<file path="config.mk">
export PLATFORM = sky130hd
export DESIGN_NAME = io_responder
export DESIGN_NICKNAME = d
export VERILOG_FILES = /design/src/rtl/io_responder.sv
export SDC_FILE = /design/constraint.sdc
export NUM_CORES = 1
export LEC_CHECK = 0
export ABC_CLOCK_PERIOD_IN_PS = 2050
export CORE_MARGIN = 4
export CORE_UTILIZATION = 42
export CTS_CLUSTER_DIAMETER = 30
export CTS_CLUSTER_SIZE = 24
export DETAILED_ROUTE_END_ITERATION = 8
export PLACE_DENSITY_LB_ADDON = 0.12
export SLEW_MARGIN = 20
export SYNTH_ARGS = -nofsm -noshare
export SYNTH_HDL_FRONTEND = slang
export SYNTH_SLANG_ARGS = --single-unit
</file>
<file path="constraint.sdc">
create_clock -name clk_i -period 2.05 [get_ports clk_i]
set_clock_uncertainty 0.1 [all_clocks]
set_input_delay 0.3075 -clock clk_i [delete_from_list [all_inputs] [get_ports clk_i]]
set_output_delay 0.3075 -clock clk_i [all_outputs]
set_load 0.005 [all_outputs]
</file>
<file path="src/rtl/io_responder.sv">
// IO window responder for the single-cycle CPU: status/lamp/LED registers,
// front-panel switch synchronizers and the sort cycle counter.
module io_responder #(
  parameter int DATA_WIDTH   = 32,
  parameter int ADDR_WIDTH   = 16,
  parameter int CYCLE_WIDTH  = 32,
  parameter int LED_IN_WIDTH = 4,
  parameter int LAMP_WIDTH   = 8,
  parameter int SYNC_STAGES  = 2
) (
  input  logic                      clk_i,
  input  logic                      rst_i,
  input  logic [ADDR_WIDTH-1:0]     addr_i,
  input  logic                      wrEn_i,
  input  logic                      rdEn_i,
  input  logic [DATA_WIDTH-1:0]     wrData_i,
  output logic [DATA_WIDTH-1:0]     rdData_o,
  input  logic                      sortStartIn_i,
  input  logic                      ceIn_i,
  input  logic                      cpIn_i,
  input  logic                      chIn_i,
  output logic                      sortFinished_o,
  output logic [DATA_WIDTH-1:0]     sortCount_o,
  output logic [LAMP_WIDTH-1:0]     lamp_o,
  output logic                      ledCtrl_o,
  output logic [8*LED_IN_WIDTH-1:0] ledOut_o,
  output logic [CYCLE_WIDTH-1:0]    cycleCount_o
);

  typedef enum logic [1:0] {IDLE, RUNNING, DONE} cycleState_e;

  localparam logic [4:0] IDX_FINISH  = 5'h00;
  localparam logic [4:0] IDX_COUNT   = 5'h01;
  localparam logic [4:0] IDX_LAMP    = 5'h02;
  localparam logic [4:0] IDX_LEDCTRL = 5'h03;
  localparam logic [4:0] IDX_PENDING = 5'h10;
  localparam logic [4:0] IDX_CE      = 5'h11;
  localparam logic [4:0] IDX_CP      = 5'h12;
  localparam logic [4:0] IDX_CH      = 5'h13;
  localparam logic [4:0] IDX_CYCLE   = 5'h14;

  logic                    ioSel;
  logic [4:0]              idx;
  logic                    wrSel;
  logic                    finishWr;
  logic                    pendingClr;
  logic                    startEdge;
  logic [3:0]              rawSw;
  logic [3:0]              swLevel;
  logic [SYNC_STAGES-1:0]  sync_q [4];
  logic                    startDly_q;
  logic                    startPending_q;
  logic                    startPending_d;
  logic                    sortFinished_q;
  logic [DATA_WIDTH-1:0]   sortCount_q;
  logic [LAMP_WIDTH-1:0]   lamp_q;
  logic                    ledCtrl_q;
  logic [LED_IN_WIDTH-1:0] led_q [8];
  cycleState_e             state_q;
  logic [CYCLE_WIDTH-1:0]  cycleCount_q;
  logic                    unusedAddrBits;

  assign ioSel      = addr_i[15];
  assign idx        = addr_i[6:2];
  assign wrSel      = wrEn_i & ioSel;
  assign finishWr   = wrSel && (idx == IDX_FINISH) && wrData_i[0];
  assign pendingClr = rdEn_i && ioSel && (idx == IDX_PENDING);
  assign rawSw      = {chIn_i, cpIn_i, ceIn_i, sortStartIn_i};
  assign startEdge  = swLevel[0] & ~startDly_q;
  assign unusedAddrBits = ^{addr_i[14:7], addr_i[1:0]};

  always_comb begin
    swLevel = '0;
    for (int i = 0; i < 4; i++) swLevel[i] = sync_q[i][SYNC_STAGES-1];
  end

  always_ff @(posedge clk_i) begin
    if (rst_i) begin
      for (int i = 0; i < 4; i++) sync_q[i] <= '0;
      startDly_q <= 1'b0;
    end else begin
      for (int i = 0; i < 4; i++) sync_q[i] <= {sync_q[i][SYNC_STAGES-2:0], rawSw[i]};
      startDly_q <= swLevel[0];
    end
  end

  // A new START edge outranks a same-cycle clearing read so no start is dropped.
  always_comb begin
    startPending_d = startPending_q;
    if (startEdge)       startPending_d = 1'b1;
    else if (pendingClr) startPending_d = 1'b0;
  end

  always_ff @(posedge clk_i) begin
    if (rst_i) begin
      startPending_q <= 1'b0;
      sortFinished_q <= 1'b0;
      sortCount_q    <= '0;
      lamp_q         <= '0;
      ledCtrl_q      <= 1'b0;
      for (int k = 0; k < 8; k++) led_q[k] <= '0;
    end else begin
      startPending_q <= startPending_d;
      if (wrSel) begin
        case (idx)
          IDX_FINISH:  sortFinished_q <= wrData_i[0];
          IDX_COUNT:   sortCount_q    <= wrData_i;
          IDX_LAMP:    lamp_q         <= wrData_i[LAMP_WIDTH-1:0];
          IDX_LEDCTRL: ledCtrl_q      <= wrData_i[0];
          default: begin
            if (idx[4:3] == 2'b01) led_q[idx[2:0]] <= wrData_i[LED_IN_WIDTH-1:0];
          end
        endcase
      end
    end
  end

  // Finish write wins over a coincident START edge; the counter holds on that edge.
  always_ff @(posedge clk_i) begin
    if (rst_i) begin
      state_q      <= IDLE;
      cycleCount_q <= '0;
    end else begin
      case (state_q)
        IDLE: begin
          if (startEdge) begin
            state_q      <= RUNNING;
            cycleCount_q <= '0;
          end
        end
        RUNNING: begin
          if (finishWr)               state_q      <= DONE;
          else if (cycleCount_q != '1) cycleCount_q <= cycleCount_q + CYCLE_WIDTH'(1);
        end
        DONE: begin
          if (startEdge) begin
            state_q      <= RUNNING;
            cycleCount_q <= '0;
          end
        end
        default: state_q <= IDLE;
      endcase
    end
  end

  always_comb begin
    ledOut_o = '0;
    for (int k = 0; k < 8; k++) ledOut_o[k*LED_IN_WIDTH +: LED_IN_WIDTH] = led_q[k];
  end

  always_comb begin
    rdData_o = '0;
    if (ioSel) begin
      case (idx)
        IDX_FINISH:  rdData_o = DATA_WIDTH'(sortFinished_q);
        IDX_COUNT:   rdData_o = sortCount_q;
        IDX_LAMP:    rdData_o = DATA_WIDTH'(lamp_q);
        IDX_LEDCTRL: rdData_o = DATA_WIDTH'(ledCtrl_q);
        IDX_PENDING: rdData_o = DATA_WIDTH'(startPending_q);
        IDX_CE:      rdData_o = DATA_WIDTH'(swLevel[1]);
        IDX_CP:      rdData_o = DATA_WIDTH'(swLevel[2]);
        IDX_CH:      rdData_o = DATA_WIDTH'(swLevel[3]);
        IDX_CYCLE:   rdData_o = DATA_WIDTH'(cycleCount_q);
        default: begin
          if (idx[4:3] == 2'b01) rdData_o = DATA_WIDTH'(led_q[idx[2:0]]);
        end
      endcase
    end
  end

  assign sortFinished_o = sortFinished_q;
  assign sortCount_o    = sortCount_q;
  assign lamp_o         = lamp_q;
  assign ledCtrl_o      = ledCtrl_q;
  assign cycleCount_o   = cycleCount_q;

endmodule

</file>
==> impl_metrics.ini, run 1 <==
[timing]
timing.final.ws_setup_ns = -0.2897
finalCriticalPeriod_ns = 2.340
hold_slack_ns = 0.2286
tns_ns = -4.362
drv_slew = 0
setup_viol = 48
hold_viol = 0
worstMarginPinSlew_ns = 0.6000
max_freq_ghz = 0.4274
slew_headroom = 0.6000
rsz0062_at_grt = yes
period_share = 1.141

[routing]
final_antenna_net_count = 0
wl_mm = 25.88
vias = 7008
detail_route.first_pass.iterations = 8
wl_per_cell_um = 21.66
routed_via_density = 5.864
drc = 0
drt_iter0_markers = 775

[clock_tree]
clk_latency_ns = 0.42
numCtsBuffers = 17
cts.reportedPaths.clkPinSlew_ns = 0.05
htree_levels = 4
tritoncts = yes
cts_sinks = 118
cts_max_path_buffers = 2
cts_hold_buffers = 0
cts_root_buffer = clkbuf_16

[placement]
dp.cells = 1107
gp_congestion = 0.9156
dp_hpwl_mm = 16.35
numPortBuffers = 183

[grt]
grt_remaining_overflow = 0
busiest_layer = met2
grt_max_degree = 54
grtUsageMet3 = 0.07976
grt_pass1_vias = 6823
grtUsageMet1 = 0.3920
grtUsageMet2 = 0.4978
antenna_found_initial = 0
grt_pass1_wl_mm = 37.54
gr-usage-all-layers = 0.3060

[finish]
area_growth_syn_to_layout_pct = 84.23
layout.cells.non_filler = 1195
final_nets = 1063
diodes = 0
post-route-util = 0.7949
final_common_cell = buf_4
layout-drive-gt1-share = 0.4073
final_cell_mix = buf_4 (160), clkdlybuf4s50_1 (144), nand2_1 (92), dfxtp_1 (75), nor2_1 (58)

[floorplanning]
die_y_um = 124.9
die-area_mm2 = 0.01559
die-width_um = 124.9
num_rows = 42
io_pins = 194
initial_core_util = 0.4315
core_mm2 = 0.01330

[worst_setup_path]
cpPeakStageDelay_ns = 0.51
r2r_slack_ns = -0.18
cp_cell_sequence = mux4_2 -> mux2i_2 -> o21ai_1 -> and2_1 -> buf_2
worstPathArrival_ns = 1.93
crit_type = flip-flop to output pin
start_kind = flip-flop
path_delay_family = multiplexers
crit_path_end_kind = output pin
worst-path-max-fanout = 2
reg2reg_from = cycleCount_o[23]
crit_required_ns = 1.64
r2r-end = cycleCount_o[11]
reg2reg_depth = 8
crit_buf_inv = 1
slowest_stage = mux4_2

[synthesis]
yosysWarnings = 0
yosys_register_bits = 118
async_flop_share = 0
synth_ff_type = dfxtp_1
seq_area_frac_synth = 0.4676
synth_cells = 638
syn_area_per_cell_um2 = 8.992
synth_edf_count = 32
synth.net_count = 695
synth_area_mm2 = 0.005737
synth_cell_types = 55

[pwr]
p_per_area_mw_per_mm2 = 597.2
power_switching_mw = 1.466
p_seq_frac = 0.391
combPwrFrac = 0.111
irDropWorstVdd_mv = 0.5121
switching_share = 0.2323
fin_total_pwr_mw = 6.311
p_leak_nw = 4.053
p_clk_frac = 0.498
internal_power_mw = 4.845

[outcome]
status = finished, violations left
violations = setup timing

[worst_hold_path]
min-delay-start = rst_i
whs_endpoint = cycleCount_o[1]
whs_path_depth = 3
hp-class = primary input to flip-flop

[flow_run]
max_cap_viol_count = 0
==> worst max path at each step <==
stage,start,to,depth (start not counted)
2_1_floorplan,cycleCount_o[0],cycleCount_o[9],9
3_3_place_gp,addr_i[2],rdData_o[2],8
3_5_place_dp,addr_i[2],rdData_o[3],8
4_1_cts,led_q[7][3],rdData_o[3],5
5_1_grt,led_q[7][3],rdData_o[3],5
6_report,led_q[2][3],rdData_o[3],5
==> state kept, by name, summed over array words and instances, names as in the netlist <==
name,flops
startDly_q,1
sortFinished_o,1
ledCtrl_o,1
cycleCount_o,32
lamp_o,8
sortCount_o,32
led_q,32
startPending_q,1
state_q,2
sync_q,8
==> final cells by class <==
class,count,area (um2)
inverter,2,12.51
fill,823,2726
timing repair buffer,389,3570
clock inverter,10,111.4
clock buffer,22,516.7
sequential,118,2714
tap,176,220.2
multi-input combinational,478,3425
==> routing by layer <==
layer  part of all wire  up-vias
met5                  0        -
met3              0.099       72
met4              0.028        0
met2               0.48      449
met1               0.39     3400
li1                   -     3087
==> worst register-to-register path: cells and delay by family, from the launching register on <==
family	cells	cell delay (ns)
flip-flops	1	0.37
AND/OR/NAND/NOR	5	1.18
AO/OA/AOI/OAI	1	0.24
buffers and inverters	2	0.27
==> power groups by stage <==
stage	Clock, mW	Sequential (mW)	Combinational, mW
after floorplan	0	2.50	0.198
after global placement	0	2.51	0.550
after detailed placement	0	2.52	0.555
after CTS	3.13	2.47	0.669
after global routing	3.27	2.47	0.732
final	3.14	2.47	0.702
==> logic make-up after synthesis <==
family | count (synthesis) | synth area share
buf+inv | 43 | 0.03184
flops | 118 | 0.4676
compound gates | 152 | 0.1758
fa+ha+maj | 1 | 0.002181
mux | 23 | 0.05758
simple gates | 301 | 0.2650
==> stage by stage <==
step                instance area, um2  setup slack, ns
floorplan                         5861         -0.08885
global placement                  8962          -0.8765
detailed placement                8962          -0.9203
CTS                              10260          -0.2800
global route                     10570          -0.3555
finish                           10570          -0.2897
==> synth_stat cells, types with 2 or more instances <==
cell type,n,area share
o21ai_1,18,0.016
nand2_2,2,0.0022
a222oi_1,7,0.012
nor2b_1,12,0.013
nor2_1,65,0.043
a41oi_1,4,0.0061
clkbuf_1,33,0.022
nand2_1,96,0.063
nor3_2,2,0.0035
o31ai_1,5,0.0065
mux4_2,8,0.031
a21oi_1,46,0.040
nand4_1,7,0.0076
and3_2,2,0.0026
or4_4,2,0.0039
or3b_2,2,0.0031
or3_1,5,0.0055
a211oi_1,2,0.0026
or2_2,10,0.011
mux2i_1,15,0.026
nand3b_1,2,0.0026
o21ai_0,12,0.010
nand3_1,18,0.016
buf_2,5,0.0044
nand2b_1,6,0.0065
dfxtp_1,86,0.30
and3_1,4,0.0044
a21boi_0,2,0.0026
a22oi_1,24,0.031
buf_6,2,0.0039
a31oi_1,10,0.011
nor3_1,14,0.012
and4_1,6,0.0092
edfxtp_1,32,0.17
and2_1,37,0.040
nand3_2,2,0.0035
a311oi_1,11,0.017
o41ai_1,2,0.0031
a311oi_2,4,0.010
==> timing repair <==
| item | in CTS | in global routing |
|---|---|---|
| pin swaps | 63 | 65 |
| gates cloned | 6 | 1 |
| gates resized for setup | 211 | 87 |
| buffers inserted | 36 | 19 |
| setup endpoints to repair | 74 | 89 |
Power figures use the tool's default switching activity.
==> inputs of run 2 (changes only) <==
--- a/config.mk
+++ b/config.mk
@@ -12,6 +12,7 @@
 export CTS_CLUSTER_SIZE = 24
 export DETAILED_ROUTE_END_ITERATION = 8
 export PLACE_DENSITY_LB_ADDON = 0.12
+export SETUP_SLACK_MARGIN = 0.4
 export SLEW_MARGIN = 20
 export SYNTH_ARGS = -nofsm -noshare
 export SYNTH_HDL_FRONTEND = slang
==> run 2 against run 1 <==
The flow still finishes with violations (setup timing). Clock-buffer cell count decreased by 1. Via count increased by 7.8%. Worst setup slack got worse by 0.077 ns. Sequential cell count unchanged. Largest power group unchanged. Global-route usage increased by 2.7 points.
==> impl_metrics.ini, run 2 (synthesis gave the netlist of run 1 again) <==
[routing]
detail_route.first_pass.iterations = 6
drc = 0
vias = 7557
final_antenna_net_count = 0
routed_via_density = 6.119
wl_per_cell_um = 24.18
drt_iter0_markers = 918
wl_mm = 29.87

[grt]
gr-usage-all-layers = 0.3335
grt_pass1_wl_mm = 40.59
antenna_found_initial = 0
grt_remaining_overflow = 0
grt_max_degree = 41
grt_pass1_vias = 7353

[worst_setup_path]
reg2reg_from = cycleCount_o[0]
start_kind = flip-flop
crit_path_end_kind = output pin
worstPathArrival_ns = 2.01
crit_required_ns = 1.64
crit_start = led_q[3][3]
crit_type = flip-flop to output pin
worst-path-max-fanout = 2

[timing]
hold_slack_ns = 0.2810
worstMarginPinSlew_ns = 0.5810
setup_viol = 42
slew_headroom = 0.6115
period_share = 1.179
rsz0062_at_grt = yes
timing.final.ws_setup_ns = -0.3664
drv_slew = 0
finalCriticalPeriod_ns = 2.416
max_freq_ghz = 0.4138
hold_viol = 0

[placement]
gp_congestion = 0.9177
numPortBuffers = 183
pre_cts_slack_ns = -0.8143
dp_hpwl_mm = 16.65
dp.cells = 1103
placedInstanceArea_mm2 = 0.009027

[finish]
stdcell_area_mm2 = 0.01128
layout-drive-gt1-share = 0.5335
final_common_cell = buf_4
final_nets = 1103
layout.cells.non_filler = 1235
area_growth_syn_to_layout_pct = 96.68
final_cell_mix = buf_4 (149), nand2_1 (91), buf_6 (81), dlygate4sd2_1 (71), nor2_1 (55)
diodes = 0

[clock_tree]
cts_max_path_buffers = 2
cts_sinks = 118
cts_hold_buffers = 0
cts_root_buffer = clkbuf_16
htree_levels = 4
cts.reportedPaths.clkPinSlew_ns = 0.06
numCtsBuffers = 17
clk_latency_ns = 0.43
tritoncts = yes

[floorplanning]
die_y_um = 124.9
die-area_mm2 = 0.01559
core_mm2 = 0.01330
die-width_um = 124.9
io_pins = 194
initial_core_util = 0.4315
num_rows = 42

[pwr]
fin_total_pwr_mw = 6.087
p_per_area_mw_per_mm2 = 539.4
irDropWorstVdd_mv = 0.6109
p_leak_nw = 4.787

[worst_hold_path]
hp-class = primary input to flip-flop
min-delay-start = addr_i[6]

[outcome]
status = finished, violations left
violations = setup timing

[flow_run]
max_cap_viol_count = 0
==> run 2: cell types whose count changed in the layout (fill, tap and decap cells not counted), moves of 13 or more <==
| cell | change |
|---|---|
| dfxtp_2 | +43 |
| and2_1 | -13 |
| clkdlybuf4s50_1 | -107 |
| dfxtp_1 | -47 |
| and2_4 | +13 |
| dlygate4sd2_1 | +71 |
| buf_6 | +54 |
==> run 2: per-layer routing <==
layer | wire length [um] | global-route usage | share of wire | vias up
met3 | 3323 | 0.09005 | 0.11 | 149
met5 | 0 | 0 | 0 | -
li1 | - | - | - | 3165
met2 | 14320 | 0.5433 | 0.48 | 622
met1 | 10900 | 0.4138 | 0.36 | 3621
met4 | 1321 | 0.1511 | 0.044 | 0
==> run 2: worst paths after layout <==
check / endpoint / slack (ns) / cells after the start
max: rdData_o[3] / -0.37 / 5
max reg2reg: cycleCount_o[8] / -0.25 / 9
min reg2reg: sync_q[1][1] / 0.34 / 1
min: startPending_q / 0.28 / 5
==> run 2: worst max-delay path, cell delays in order, from the launching register on <==
cell	delay [ns]
edfxtp_1	0.45
mux4_2	0.57
mux2i_4	0.22
o21ai_2	0.07
and2_1	0.15
buf_2	0.12
==> run 2: repair_timing <==
action / CTS / global route
cloned: 10 / 0
pin swaps: 81 / 81
setup buffers: 76 / 14
resized for setup: 529 / 108
setup endpoints to repair: 277 / 148
==> run 2: final cells by class <==
class | count | area [um2]
Timing Repair Buffer | 429 | 4043
Multi-Input combinational cell | 478 | 3671
Sequential cell | 118 | 2783
Fill cell | 678 | 2012
Clock buffer | 21 | 481.7
Tap cell | 176 | 220.2
Clock inverter | 11 | 72.57
Inverter | 2 | 12.51
==> run 2: per-stage QoR <==
step	TNS [ns]	utilization
finish	-6.254	0.8487
global placement	-78.05	0.6790
floorplan	-0.8845	-
detailed placement	-83.44	0.6790
CTS	-2.421	0.8123
global route	-8.769	0.8487
==> run 2: report_power, final <==
| part | internal (mW) | switching (mW) |
|---|---|---|
| Clock | 1.67 | 1.13 |
| Combinational | 0.439 | 0.376 |
| Sequential | 2.43 | 0.0421 |
